**src/rtl/drum_voice_mixer_if.sv**
```systemverilog
// Bundle of the mixer's trigger, ROM and audio-output signals.
//   tick      : one-cycle pulse at the audio sample rate
//   go        : go[v] pulse triggers or retriggers voice v
//   gain      : gain code of voice v in gain[v*GAIN_W +: GAIN_W]
//   rom_addr  : {voice index, sample count} read address to the shared ROM
//   rom_data  : registered ROM read data, valid one cycle after rom_addr
//   out       : mixed, saturated sample; held between updates
//   out_valid : one-cycle pulse when out updates
//   active    : active[v] high while voice v is playing
//   overrun   : sticky flag, a tick arrived while a frame was still in progress
// The mixer connects through the slave modport; the controller side
// (sequencer, ROM, audio sink) uses the master modport.
interface drum_voice_mixer_if #(
    parameter int NUM_VOICES = 4,
    parameter int ADDR_W     = 13,
    parameter int DATA_W     = 8,
    parameter int GAIN_W     = 2
);
    localparam int VW = $clog2(NUM_VOICES);

    logic                           tick;
    logic [NUM_VOICES-1:0]          go;
    logic [NUM_VOICES*GAIN_W-1:0]   gain;
    logic [VW+ADDR_W-1:0]           rom_addr;
    logic signed [DATA_W-1:0]       rom_data;
    logic signed [DATA_W-1:0]       out;
    logic                           out_valid;
    logic [NUM_VOICES-1:0]          active;
    logic                           overrun;

    modport master (
        output tick, go, gain, rom_data,
        input  rom_addr, out, out_valid, active, overrun
    );

    modport slave (
        input  tick, go, gain, rom_data,
        output rom_addr, out, out_valid, active, overrun
    );
endinterface

```
**src/rtl/drum_voice_mixer.sv**
```systemverilog
// Polyphonic one-shot drum playback engine.
// On each accepted sample tick the engine walks all voices in turn over one
// shared registered ROM port, scales each voice's sample by its gain code,
// sums the terms in a wide accumulator and presents the saturated mix.
// Ports:
//   clk    : system clock
//   resetn : asynchronous active-low reset
//   bus    : drum_voice_mixer_if.slave (tick/go/gain in, ROM port, mixed output,
//            per-voice activity and the sticky overrun flag)
module drum_voice_mixer #(
    parameter int NUM_VOICES = 4,
    parameter int ADDR_W     = 13,
    parameter int DATA_W     = 8,
    parameter int GAIN_W     = 2
) (
    input  logic clk,
    input  logic resetn,
    drum_voice_mixer_if.slave bus
);
    localparam int VW       = $clog2(NUM_VOICES);
    localparam int ACC_W    = DATA_W + VW + 1;
    localparam int MAXSHIFT = 2**GAIN_W - 1;

    typedef enum logic [1:0] {S_IDLE, S_FETCH, S_LAST, S_DONE} state_t;

    // Arithmetic-shift scaling: full gain code is unity, each step down halves.
    function automatic logic signed [ACC_W-1:0] scale_term(
        input logic signed [DATA_W-1:0] s,
        input logic [GAIN_W-1:0]        g,
        input logic                     act
    );
        logic signed [ACC_W-1:0] ext;
        logic [GAIN_W-1:0]       sh;
        ext = ACC_W'(s);
        sh  = GAIN_W'(MAXSHIFT) - g;
        if (!act || g == '0) begin
            return '0;
        end
        return ext >>> sh;
    endfunction

    function automatic logic signed [DATA_W-1:0] sat(input logic signed [ACC_W-1:0] a);
        logic signed [ACC_W-1:0] hi;
        logic signed [ACC_W-1:0] lo;
        hi = {{(ACC_W-DATA_W+1){1'b0}}, {(DATA_W-1){1'b1}}};
        lo = ~hi;
        if (a > hi) begin
            return {1'b0, {(DATA_W-1){1'b1}}};
        end else if (a < lo) begin
            return {1'b1, {(DATA_W-1){1'b0}}};
        end
        return a[DATA_W-1:0];
    endfunction

    state_t                    state_q, state_d;
    logic [VW-1:0]             vi_q, vi_d;
    logic signed [ACC_W-1:0]   acc_q, acc_d;
    logic [ADDR_W-1:0]         count_q [NUM_VOICES];
    logic [ADDR_W-1:0]         count_d [NUM_VOICES];
    logic [NUM_VOICES-1:0]     active_q, active_d;
    logic [NUM_VOICES-1:0]     pend_q, pend_d;
    logic signed [DATA_W-1:0]  out_q, out_d;
    logic                      out_valid_q, out_valid_d;
    logic                      overrun_q, overrun_d;

    logic [VW-1:0]             sel;
    logic [GAIN_W-1:0]         gain_sel;
    logic                      act_sel;
    logic signed [ACC_W-1:0]   term;
    logic [NUM_VOICES-1:0]     trig;

    // The address always follows the voice pointer; only FETCH cycles matter.
    assign bus.rom_addr  = {vi_q, count_q[vi_q]};
    assign bus.out       = out_q;
    assign bus.out_valid = out_valid_q;
    assign bus.active    = active_q;
    assign bus.overrun   = overrun_q;

    always_comb begin
        state_d     = state_q;
        vi_d        = vi_q;
        acc_d       = acc_q;
        count_d     = count_q;
        active_d    = active_q;
        pend_d      = pend_q | bus.go;
        out_d       = out_q;
        out_valid_d = 1'b0;
        overrun_d   = overrun_q | (bus.tick && state_q != S_IDLE);
        trig        = pend_q | bus.go;

        // ROM data arriving now belongs to the voice addressed one cycle ago:
        // vi-1 while fetching, the last voice (vi unchanged) in LAST.
        sel = (state_q == S_LAST) ? vi_q : vi_q - VW'(1);
        gain_sel = '0;
        act_sel  = 1'b0;
        for (int v = 0; v < NUM_VOICES; v++) begin
            if (VW'(v) == sel) begin
                gain_sel = bus.gain[v*GAIN_W +: GAIN_W];
                act_sel  = active_q[v];
            end
        end
        term = scale_term(bus.rom_data, gain_sel, act_sel);

        case (state_q)
            S_IDLE: begin
                if (bus.tick) begin
                    active_d = active_q | trig;
                    for (int v = 0; v < NUM_VOICES; v++) begin
                        if (trig[v]) begin
                            count_d[v] = '0;
                        end
                    end
                    pend_d  = '0;
                    acc_d   = '0;
                    vi_d    = '0;
                    state_d = S_FETCH;
                end
            end
            S_FETCH: begin
                if (vi_q != '0) begin
                    acc_d = acc_q + term;
                end
                if (vi_q == VW'(NUM_VOICES-1)) begin
                    state_d = S_LAST;
                end else begin
                    vi_d = vi_q + 1'b1;
                end
            end
            S_LAST: begin
                // Register the saturated mix here so out and out_valid land together in DONE.
                acc_d       = acc_q + term;
                out_d       = sat(acc_d);
                out_valid_d = 1'b1;
                state_d     = S_DONE;
            end
            S_DONE: begin
                for (int v = 0; v < NUM_VOICES; v++) begin
                    if (active_q[v]) begin
                        if (count_q[v] == '1) begin
                            active_d[v] = 1'b0;
                            count_d[v]  = '0;
                        end else begin
                            count_d[v] = count_q[v] + 1'b1;
                        end
                    end
                end
                state_d = S_IDLE;
            end
            default: state_d = S_IDLE;
        endcase
    end

    always_ff @(posedge clk or negedge resetn) begin
        if (!resetn) begin
            state_q     <= S_IDLE;
            vi_q        <= '0;
            acc_q       <= '0;
            for (int v = 0; v < NUM_VOICES; v++) begin
                count_q[v] <= '0;
            end
            active_q    <= '0;
            pend_q      <= '0;
            out_q       <= '0;
            out_valid_q <= 1'b0;
            overrun_q   <= 1'b0;
        end else begin
            state_q     <= state_d;
            vi_q        <= vi_d;
            acc_q       <= acc_d;
            count_q     <= count_d;
            active_q    <= active_d;
            pend_q      <= pend_d;
            out_q       <= out_d;
            out_valid_q <= out_valid_d;
            overrun_q   <= overrun_d;
        end
    end
endmodule

```
**src/flat_wrapper.sv**
```systemverilog
// flat-port wrapper written by rule: the top's interface ports become plain ports
module drum_voice_mixer_flat 
#(
    parameter int NUM_VOICES = 4,
    parameter int ADDR_W     = 13,
    parameter int DATA_W     = 8,
    parameter int GAIN_W     = 2
)
  (clk, resetn, bus_tick, bus_go, bus_gain, bus_rom_data, bus_rom_addr, bus_out, bus_out_valid, bus_active, bus_overrun);
  drum_voice_mixer_if #(.NUM_VOICES(NUM_VOICES), .ADDR_W(ADDR_W), .DATA_W(DATA_W), .GAIN_W(GAIN_W)) bus_i ();
  input  logic clk;
  input  logic resetn;
  input wire logic [$bits(bus_i.tick)-1:0] bus_tick;
  input wire logic [$bits(bus_i.go)-1:0] bus_go;
  input wire logic [$bits(bus_i.gain)-1:0] bus_gain;
  input wire logic [$bits(bus_i.rom_data)-1:0] bus_rom_data;
  output wire logic [$bits(bus_i.rom_addr)-1:0] bus_rom_addr;
  output wire logic [$bits(bus_i.out)-1:0] bus_out;
  output wire logic [$bits(bus_i.out_valid)-1:0] bus_out_valid;
  output wire logic [$bits(bus_i.active)-1:0] bus_active;
  output wire logic [$bits(bus_i.overrun)-1:0] bus_overrun;
  assign bus_i.tick = bus_tick;
  assign bus_i.go = bus_go;
  assign bus_i.gain = bus_gain;
  assign bus_i.rom_data = bus_rom_data;
  assign bus_rom_addr = bus_i.rom_addr;
  assign bus_out = bus_i.out;
  assign bus_out_valid = bus_i.out_valid;
  assign bus_active = bus_i.active;
  assign bus_overrun = bus_i.overrun;
  drum_voice_mixer #(.NUM_VOICES(NUM_VOICES), .ADDR_W(ADDR_W), .DATA_W(DATA_W), .GAIN_W(GAIN_W)) u_core (.clk(clk), .resetn(resetn), .bus(bus_i));
endmodule
```
**config.mk**
```make
export PLATFORM = sky130hd
export DESIGN_NAME = drum_voice_mixer_flat
export DESIGN_NICKNAME = d
export VERILOG_FILES = /design/src/rtl/drum_voice_mixer_if.sv /design/src/rtl/drum_voice_mixer.sv /design/src/flat_wrapper.sv
export SDC_FILE = /design/constraint.sdc
export NUM_CORES = 1
export LEC_CHECK = 0
export BUFFER_PORTS_ARGS = -buffer_cell sky130_fd_sc_hd__buf_4
export CAP_MARGIN = 15
export CORE_MARGIN = 2
export CORE_UTILIZATION = 65
export DETAILED_ROUTE_END_ITERATION = 7
export GPL_TIMING_DRIVEN = 0
export PLACE_DENSITY = 0.95
export SYNTH_ARGS = -nofsm -noshare
export SYNTH_HDL_FRONTEND = slang
export SYNTH_SLANG_ARGS = --single-unit
```
**constraint.sdc**
```tcl
create_clock -name clk -period 11.5 [get_ports clk]
set_input_delay 3.45 -clock clk [delete_from_list [all_inputs] [get_ports clk]]
set_output_delay 3.45 -clock clk [all_outputs]
set_load 0.01 [all_outputs]
```
[After elaboration in Yosys (flattened, before gate mapping)]
Index checks and enable logic that the tools add are counted.
Storage, ports and cells
  register bits after elaboration: 85
  bits in latches: 0
  bits in writable memories: 0
  bits in read-only memories: 0
  input bits: 23
  output and inout bits: 29
  word-level logic and storage cells: 127
  memories kept: 0
Operators by class
  add/subtract/negate cells: 8
  multipliers: 0
  divide/modulo/power cells: 0
  magnitude comparators: 3
  eq/ne operators: 23
  shifts and indexed selects: 1
  multiplexer cells: 57
  bitwise operators: 4
  reduce and logical (&&, ||, !) cells: 19
Operator list (count)
  2-to-1 mux 13 bit: 14
  one-hot mux 52 bit (2 select lines): 1
  adder 13 x 1 -> 13 bit, second input constant: 4
  equality test 13 bit, second input constant: 4
  2-to-1 mux 52 bit: 1
  2-to-1 mux 11 bit: 4
  one-hot mux 11 bit (3 select lines): 1
  binary-select mux 13 bit (select 2 bit): 1
  2-to-1 mux 8 bit: 3
  inequality test 2 x 1 -> 1 bit, second input constant: 10
  2-to-1 mux 2 bit: 9
  2-to-1 mux 1 bit: 17
  AND reduction 4 bit: 4
  2-to-1 mux 4 bit: 3
  adder 11 bit: 1
  greater-than comparator 11 x 8 -> 1 bit, second input constant: 1
  less-than comparator 11 x 8 -> 1 bit, second input constant: 1
  >>> shifter 8 x 2 -> 11 bit: 1
  bitwise OR 4 bit: 2
  one-hot mux 2 bit (4 select lines): 1
  one-hot mux 4 bit (2 select lines): 1
  nonzero test 2 bit: 4
  equality test 2 bit, second input constant: 3
  logical NOT 2 bit: 3
  other kinds (17): 21

[Depth between registers and ports, before layout]
Gate-level depths: netlist (run 1).
  word-level depth: 17
  gate-level depth with buffers: 20
  gate-level depth less buffers: 16

[Worst setup path before layout (run 1)]
OpenSTA, ideal clock, no wires.
  path kind: input port to flip-flop
  from: input port bus_gain[1]
  to: register u_core.out_q[0], in the netlist u_core.bus.out[0]
  arrival: 6.622 ns
  data required time: 11.346 ns
  path slack: 4.724 ns
  stages on the path: 14
  buffers on the path: 2
  path through: mux4_2 > buf_2 > and2_1 > clkbuf_1 > o2bb2ai_1 > and2_1 > ha_1 > fa_1 > a21oi_1 > o22ai_1 > o32a_1 > and3_1 > o31ai_1 > a311oi_1
Between the ends
  cells in the longest elaborated chain, start to end: 14
  elaborated cells between the ends (all ways): 18
Ends and longest elaborated chain
  start: declaration: line flat_wrapper.sv:15  | input wire logic [$bits(bus_i.gain)-1:0] bus_gain;
  2-to-1 mux 2 bit * (4 in series): line drum_voice_mixer.sv:97  | if (VW'(v) == sel) begin
  parallel branches: the longest is 3 deep, another holds subtractor 2 bit
  2-to-1 mux 11 bit *: line drum_voice_mixer.sv:39  | return ext >>> sh;
  adder 11 bit *: line drum_voice_mixer.sv:131  | acc_d = acc_q + term;
  less-than comparator 11 x 8 -> 1 bit: line drum_voice_mixer.sv:49  | end else if (a < lo) begin
  2-to-1 mux 1 bit: line drum_voice_mixer.sv:49
  2-to-1 mux 1 bit: line drum_voice_mixer.sv:47  | if (a > hi) begin
  2-to-1 mux 1 bit: line drum_voice_mixer.sv:104  | case (state_q)
  2-to-1 mux 8 bit *: line drum_voice_mixer.sv:52  | return a[DATA_W-1:0];
  end signal: assignment: line drum_voice_mixer.sv:173  | out_q <= out_d;
  end: declaration: line drum_voice_mixer.sv:62  | logic signed [DATA_W-1:0] out_q, out_d;
Every way passes the cells marked *. The select of a mux whose other input is x is not followed.
A chain may end at the register's enable or synchronous reset.

[Final worst setup path (run 1)]
  from: input port bus_gain[1]
  to: register u_core.out_q[4], in the netlist u_core.bus.out[4]
The elaborated chain is that of the path after synthesis.

==> results of run 1 <==
==> cell usage in the layout (no fill, tap or decap), types with 4 or more instances in the layout <==
master     instances
o21ai_0           58
and3_1            15
inv_1             22
nand4_1            9
a21o_1             7
a211oi_1           6
mux2_2             4
a22o_1            10
a211o_1            4
nor2b_1            8
mux2i_1            9
nor2_1            69
a21oi_1           21
a21boi_0           4
mux4_2            15
o22ai_1            4
o31ai_1           12
ha_1              20
clkbuf_1          10
a311oi_1           4
xor2_1            16
o2bb2ai_1          6
xnor2_1           10
and2_1            10
dfrtp_1           85
a31oi_1            4
nand3_1           23
or2_2              5
clkbuf_8          11
buf_4             52
nor3_1             8
nand2_1           50
==> how the worst max path moves through the flow <==
stage                            from                             to  slack (ns)  cells past startpoint
after global routing      bus_gain[1]  u_core.bus.out[4]$_DFFE_PN0P_        4.28                     15
final                     bus_gain[1]  u_core.bus.out[4]$_DFFE_PN0P_        4.52                     15
after CTS                 bus_gain[1]  u_core.bus.out[4]$_DFFE_PN0P_        4.56                     15
after detailed placement  bus_gain[1]  u_core.bus.out[4]$_DFFE_PN0P_        4.18                     15
after floorplan           bus_gain[1]  u_core.bus.out[0]$_DFFE_PN0P_        4.72                     14
after global placement    bus_gain[1]  u_core.bus.out[1]$_DFFE_PN0P_        4.33                     15
==> synthesized netlist by cell type, types with 3 or more instances <==
| cell type | number |
|---|---|
| and2_1 | 10 |
| nor3_1 | 8 |
| a31oi_1 | 4 |
| o21ai_0 | 58 |
| o22ai_1 | 4 |
| buf_2 | 3 |
| a21boi_0 | 4 |
| nand2b_1 | 3 |
| buf_1 | 3 |
| clkbuf_1 | 10 |
| nand4_1 | 9 |
| xnor2_1 | 10 |
| nand2_1 | 50 |
| mux2i_1 | 9 |
| mux4_2 | 15 |
| and3_1 | 15 |
| a311oi_1 | 4 |
| a211o_1 | 4 |
| mux2_2 | 4 |
| o2bb2ai_1 | 6 |
| dfrtp_1 | 85 |
| a211oi_1 | 6 |
| a21oi_1 | 21 |
| ha_1 | 20 |
| nor2_1 | 69 |
| a21o_1 | 7 |
| o31ai_1 | 12 |
| xor2_1 | 16 |
| inv_1 | 22 |
| a22o_1 | 10 |
| nand3_1 | 23 |
| nor2b_1 | 8 |
| or2_2 | 5 |
==> area by class of cell <==
type	count	area, um2	area share, %
tap	105	131	2.18
timing repair buffer	51	383	6.34
clock buffer	11	151	2.51
clock inverter	5	41.3	0.684
buffer	18	82.6	1.37
inverter	23	86.3	1.43
sequential	85	2130	35.2
multi-input combinational	440	3030	50.2
==> sequential cells by signal, indices dropped and copies added, names as in the netlist <==
signal	flops
u_core.acc_q	11
u_core.bus.active	4
u_core.bus.out	8
u_core.bus.out_valid	1
u_core.bus.overrun	1
u_core.count_q	52
u_core.pend_q	4
u_core.state_q	2
u_core.vi_q	2
==> worst max-delay path, delay by kind of cell <==
| kind | cells | cell delay [ns] |
|---|---|---|
| simple gates | 3 | 0.56 |
| mux | 1 | 0.44 |
| buf+inv | 3 | 0.48 |
| fa+ha+maj | 2 | 0.64 |
| compound gates | 6 | 1.59 |
==> power by group <==
group / internal, mW / total, mW / switching, mW
sequential: 0.357 / 0.402 / 0.0457
combinational: 0.374 / 0.966 / 0.592
clock: 0.0922 / 0.208 / 0.115
total: 0.823 / 1.58 / 0.753
==> layer usage <==
layer  global-route usage [%]  up-vias  wire [um]
li1                         -     2189          -
met1                     42.4     2342       5460
met2                     52.0      261       6540
met3                     5.03       48       1010
met4                     16.7        0        452
met5                        0        -          0
==> logic make-up after synthesis <==
group,share of synthesized area [%]
and+or+nand+nor,18.2
AOI/OAI and AO/OA,19.3
DFF,39.9
buffers and inverters,3.17
muxes,9.16
xor gates and xnor gates,5.21
adders and majority gates,5.07
==> out/results.txt, run 1 <==
Status = complete, no violations
Number of flops mapped to enable cells by yosys = 0
Sequential-to-total area share from yosys stat = 39.9%
RSZ-0062 raised after global routing = false
PD cells = 261 nW/um2
Total power = 1.58 mW
Fin util = 74.6%
Worst Max-Slew Pin Slew = 1.07 ns
Congestion Overflow GR = 0
Largest area contributor in the netlist = dfrtp_1
Final Setup Violations = 0
Post-Syn Nets = 610
Synth-to-Final Area Change = 13.3%
Maxcap violations = 0
Post-synth top area share = 39.9%
Antenna viol nets, final = 0
Placed insts = 722
Worst Hold Class = register to register
Port buffer count = 51
CP most frequent cell = and2_1
Global placement routability congestion = 0.957
Clock sinks = 85
Total GRT Usage = 32.2%
Cell Area, Placed = 5840 um2
First-pass detailed-route iteration total = 5
Crit-path cells = buf_4 > mux4_2 > buf_2 > and2_1 > clkbuf_1 > o2bb2ai_1 > and2_1 > ha_1 > fa_1 > a21oi_1 > o22ai_1 > o32a_1 > and3_1 > o31ai_1 > a311oi_1
Synth Instances = 566
Synth async-reset ratio = 100%
Die X = 94.5 um
Min-Delay Path Depth = 1
Ys Warns = 0
H-tree Lvls = 3
Post-layout min period = 6.98 ns
CP endpoint kind = register
Slew Viols, Final = 0
Hold slack = 0.472 ns
Synth area leaders = dfrtp_1, mux4_2, o21ai_0
Share of cells above drive strength 1 = 15.8%
DRC errors left = 0
Via Count = 4840
Reg2Reg Depth = 20
CTS buffer count = 9
Hold-critical path endpoint = u_core.bus.overrun$_DFF_PN0_
Vias in the first global route = 4700
Worst path max stage delay = 0.66 ns
FF+latch count, synth = 85
Non-Filler Instances = 738
Hold Startpoint = u_core.bus.overrun$_DFF_PN0_
FMAX = 143 MHz
Max Root-Sink Buffers = 2
N_diodes = 0
DP Worst Slack = 4.18 ns
Final WL = 13500 um
Tcrit/Tclk final = 60.7%
Crit path required time = 11.71 ns
CP Data Arrival Time = 7.19 ns
CTS Hold Bufs = 0
Slowest-stage cell, CP = o31ai_1
FF-to-FF Start = u_core.vi_q[1]$_DFFE_PN0P_
R2R Setup Slk = 6.04 ns
Core area = 8090 um2
Critical path peak fanout = 9
Ys flop type = dfrtp_1
Routed vias/inst = 6.56
Mapped Area = 5330 um2
Post-synthesis cell type count = 57
Leakage Power = 2.72 nW
Worst-path clk slew = 0.09 ns
Num ports = 52
Worst r2r dst = u_core.bus.out[4]$_DFFE_PN0P_
Clk_lat worst skew = 0.37 ns
Post-CTS setup buffers = 0
Syn avg cell area = 9.41 um2
Post-DP HPWL = 9950 um
Routed wire length per instance = 18.2 um
Clock skew = 0.00582 ns
CTS tree = done
Resize count post-CTS = 0
# fillers = 554
FP Rows = 33
Clock root buffer = clkbuf_8
Drt initial violations = 313
Max_slew headroom = 28.3%
Die Area = 8940 um2
Final TNS setup = 0 ns
Crit path kind = input port to register
Crit path launch type = input port
Die Ht = 94.5 um
Design Area, Final = 6040 um2
First-pass GRT wire length = 22300 um
Largest net degree at the start of global routing = 86
Setup ws final = 4.52 ns
Antenna violations before repair = 0
Starting Density = 65.8%
Peak VDD IR = 0.000136 V
Hold Vio Cnt, Final = 0
Nets = 672
Power figures use the tool's default switching activity.
==> run 2: changes to the inputs <==
ABC_AREA = 1   (was default)
CORE_UTILIZATION = 60   (was 65)
PLACE_DENSITY = 0.92   (was 0.95)
clock period = 6.9 ns   (was 11.5 ns; I/O delays follow)
==> run 2 against run 1 <==
Against the previous run: cell count rose by 20%; count of clock-buffer cells in the layout did not move; first-iteration DRC count rose by 61%; synthesized cell count rose by 25%; final area rose by 2.4%; synthesized area rose by 1.5%; sequential power rose by 73%; non-clock buffer count fell by 2; global-route usage fell by 1.8 points; die area rose by 9.6%; register-to-register slack got worse by 3.8 ns; largest power group unchanged.
==> out/results.txt, run 2 <==
Status = complete, no violations
Largest area contributor in the netlist = dfrtp_1
Worst-path clk slew = 0.09 ns (about the same)
Max reg flops = 52 (unchanged)
Leakage Power = 2.95 nW (+8.5%)
Final TNS setup = 0 ns (unchanged)
Routed vias/inst = 5.99 (-8.6%)
Drt initial violations = 505 (+61%)
CP Data Arrival Time = 5.14 ns (-2.05 ns)
FF+latch count, synth = 85 (unchanged)
PD cells = 509 nW/um2 (+95%)
Clock sinks = 85 (unchanged)
Worst path max stage delay = 0.42 ns (-0.24 ns)
Total GRT Usage = 30.4% (-1.8 points)
Num ports = 52 (unchanged)
Largest net degree at the start of global routing = 86 (unchanged)
N_diodes = 0 (unchanged)
Synth-to-Final Area Change = 14.2%
Clk_lat worst skew = 0.36 ns (about the same)
Levels on crit path = 25 (+10)
Routed wire length per instance = 16.2 um (-11%)
Commonest non-fill, non-tap cell in the layout = nand2_1
Ys flop type = dfrtp_1
CP endpoint kind = register
Share of cells above drive strength 1 = 16.7% (+0.93 points)
Sequential-to-total area share from yosys stat = 39.3% (-0.61 points)
Non-Filler Instances = 885 (+20%)
CP startpoint = bus_gain[2]
Antenna viol nets, final = 0 (unchanged)
Critical path peak fanout = 10 (+1)
FP Rows = 34 (+3.0%)
Syn avg cell area = 7.63 um2 (-19%)
CP endpoint = u_core.bus.out[2]$_DFFE_PN0P_
CP most frequent cell = nand2_1
H-tree Lvls = 3 (unchanged)
Cell Area, Placed = 5930 um2 (+1.5%)
Maxcap violations = 0 (unchanged)
Synth area leaders = dfrtp_1, nand2_1, a21oi_1
Peak VDD IR = 0.000252 V (+86%)
Commonest cells after routing, fill and taps aside = nand2_1, inv_1, dfrtp_1
Worst path bufs/invs = 4 (+1)
Clock root buffer = clkbuf_8
Largest Register = u_core.count_q
RSZ-0062 raised after global routing = false
Final Setup Violations = 0 (unchanged)
Number of flops mapped to enable cells by yosys = 0 (unchanged)
Worst Hold Class = register to register
Die X = 99.0 um (+4.7%)
Post-DP HPWL = 10700 um (+7.6%)
Congestion Overflow GR = 0 (unchanged)
Crit path kind = input port to register
Setup ws final = 2.04 ns (-2.47 ns)
Fin util = 70.9% (-3.7 points)
Global placement routability congestion = 1.01 (+5.2%)
Leading post-synthesis cells by instance count = nand2_1, inv_1, dfrtp_1, nor2_1, a21oi_1
Placed insts = 868 (+20%)
FMAX = 206 MHz
Most frequent cell after synthesis = nand2_1
R2R Setup Slk = 2.20 ns (-3.84 ns)
Design Area, Final = 6180 um2 (+2.4%)
Resize count post-CTS = 0 (unchanged)
CTS Hold Bufs = 0 (unchanged)
Worst r2r dst = u_core.bus.out[2]$_DFFE_PN0P_
Crit path required time = 7.19 ns (-4.52 ns)
Reg2Reg Depth = 28 (+40%)
Max Root-Sink Buffers = 2 (unchanged)
CTS tree = done
DRC errors left = 0 (unchanged)
Tcrit/Tclk final = 70.4%
Final WL = 14400 um (+6.7%)
Post-CTS setup buffers = 0 (unchanged)
First-pass GRT wire length = 24200 um (+8.5%)
Crit path launch type = input port
Post-layout min period = 4.86 ns
Mapped Area = 5410 um2 (+1.5%)
Synth async-reset ratio = 100% (unchanged)
Worst Max-Slew Pin Slew = 0.615 ns (-0.454 ns)
Starting Density = 62.1% (-3.8 points)
Vias in the first global route = 5226 (+11%)
Crit path max-delay family = simple AND/OR/NAND/NOR gates
Total power = 3.15 mW (+100%)
Core area = 8720 um2 (+7.8%)
Die Ht = 99.0 um (+4.7%)
Nets = 816 (+21%)
FF-to-FF Start = u_core.vi_q[0]$_DFFE_PN0P_
Hold Vio Cnt, Final = 0 (unchanged)
Antenna violations before repair = 0 (unchanged)
CTS buffer count = 9 (unchanged)
Synth Instances = 709 (+25%)
Port buffer count = 51 (unchanged)
Ys Warns = 0 (unchanged)
DP Worst Slack = 1.75 ns (-2.43 ns)
Die Area = 9800 um2 (+9.6%)
Hold slack = 0.471 ns (-0.00128 ns)
Post-Syn Nets = 753 (+23%)
Post-synthesis cell type count = 48 (-16%)
First-pass detailed-route iteration total = 6 (+1)
Clock skew = 0.0203 ns (+0.0145 ns)
Max_slew headroom = 58.9% (+31 points)
Slowest-stage cell, CP = fa_1
Via Count = 5305 (+9.6%)
Post-synth top area share = 39.3% (-0.61 points)
Slew Viols, Final = 0 (unchanged)
[run 2: cell types whose count changed in the layout (fill, tap and decap cells not counted), moves of 15 or more]
cell | previous run | this run
a21oi_1 | 21 | 72
inv_1 | 22 | 90
nand2_1 | 50 | 119
nor3_1 | 8 | 32
mux4_2 | 15 | 0
nor2_1 | 69 | 84
[run 2: worst min-delay path by stage]
stage                                 start                      endpoint  slack (ns)  depth (start not counted)
3_3_place_gp   u_core.bus.overrun$_DFF_PN0_  u_core.bus.overrun$_DFF_PN0_        0.44                          1
4_1_cts        u_core.bus.overrun$_DFF_PN0_  u_core.bus.overrun$_DFF_PN0_        0.48                          1
6_report       u_core.bus.overrun$_DFF_PN0_  u_core.bus.overrun$_DFF_PN0_        0.47                          1
5_1_grt        u_core.bus.overrun$_DFF_PN0_  u_core.bus.overrun$_DFF_PN0_        0.50                          1
3_5_place_dp   u_core.bus.overrun$_DFF_PN0_  u_core.bus.overrun$_DFF_PN0_        0.46                          1
2_1_floorplan   u_core.acc_q[3]$_DFFE_PN0P_   u_core.acc_q[3]$_DFFE_PN0P_        0.46                          2
[run 2: cell families (layout without fill, tap and decap cells)]
family	Yosys count	in the layout	share of synthesized area (%)
flip-flops	85	85	39.3
adder cells (fa/ha/maj)	21	21	4.99
AO/OA/AOI/OAI	162	162	17.6
XOR/XNOR	9	9	1.46
AND/OR/NAND/NOR	316	316	28.0
buffers and inverters	116	184	8.55
[run 2: worst reg2reg max path, delay by kind of cell (launching register included)]
| family | cells | cell delay (ns) |
|---|---|---|
| AND/OR/NAND/NOR | 17 | 1.65 |
| buffers and inverters | 5 | 1.07 |
| adder cells (fa/ha/maj) | 3 | 1.02 |
| flip-flops | 1 | 0.44 |
| AO/OA/AOI/OAI | 3 | 0.42 |
[run 2: layer usage]
layer	vias up	routed length (um)	share of wire [%]	global-route usage [%]
li1	2481	-	-	-
met2	303	6960	49	50.7
met4	0	797	5.6	16.2
met3	69	1100	7.7	4.82
met1	2452	5490	38	38.1
met5	-	0	0	0
[run 2: layout make-up]
class	instances	area, um2
fill	659	2540
tap	108	135
multi-input combinational	508	2820
sequential	85	2130
clock inverter	5	81.3
buffer	15	81.3
clock buffer	11	141
inverter	101	382
timing repair buffer	52	410
[run 2: where the power goes]
part	internal, mW	switching [mW]	total (mW)
clock	0.215	0.187	0.402
combinational	0.693	1.36	2.05
sequential	0.604	0.0912	0.695
total	1.51	1.64	3.15
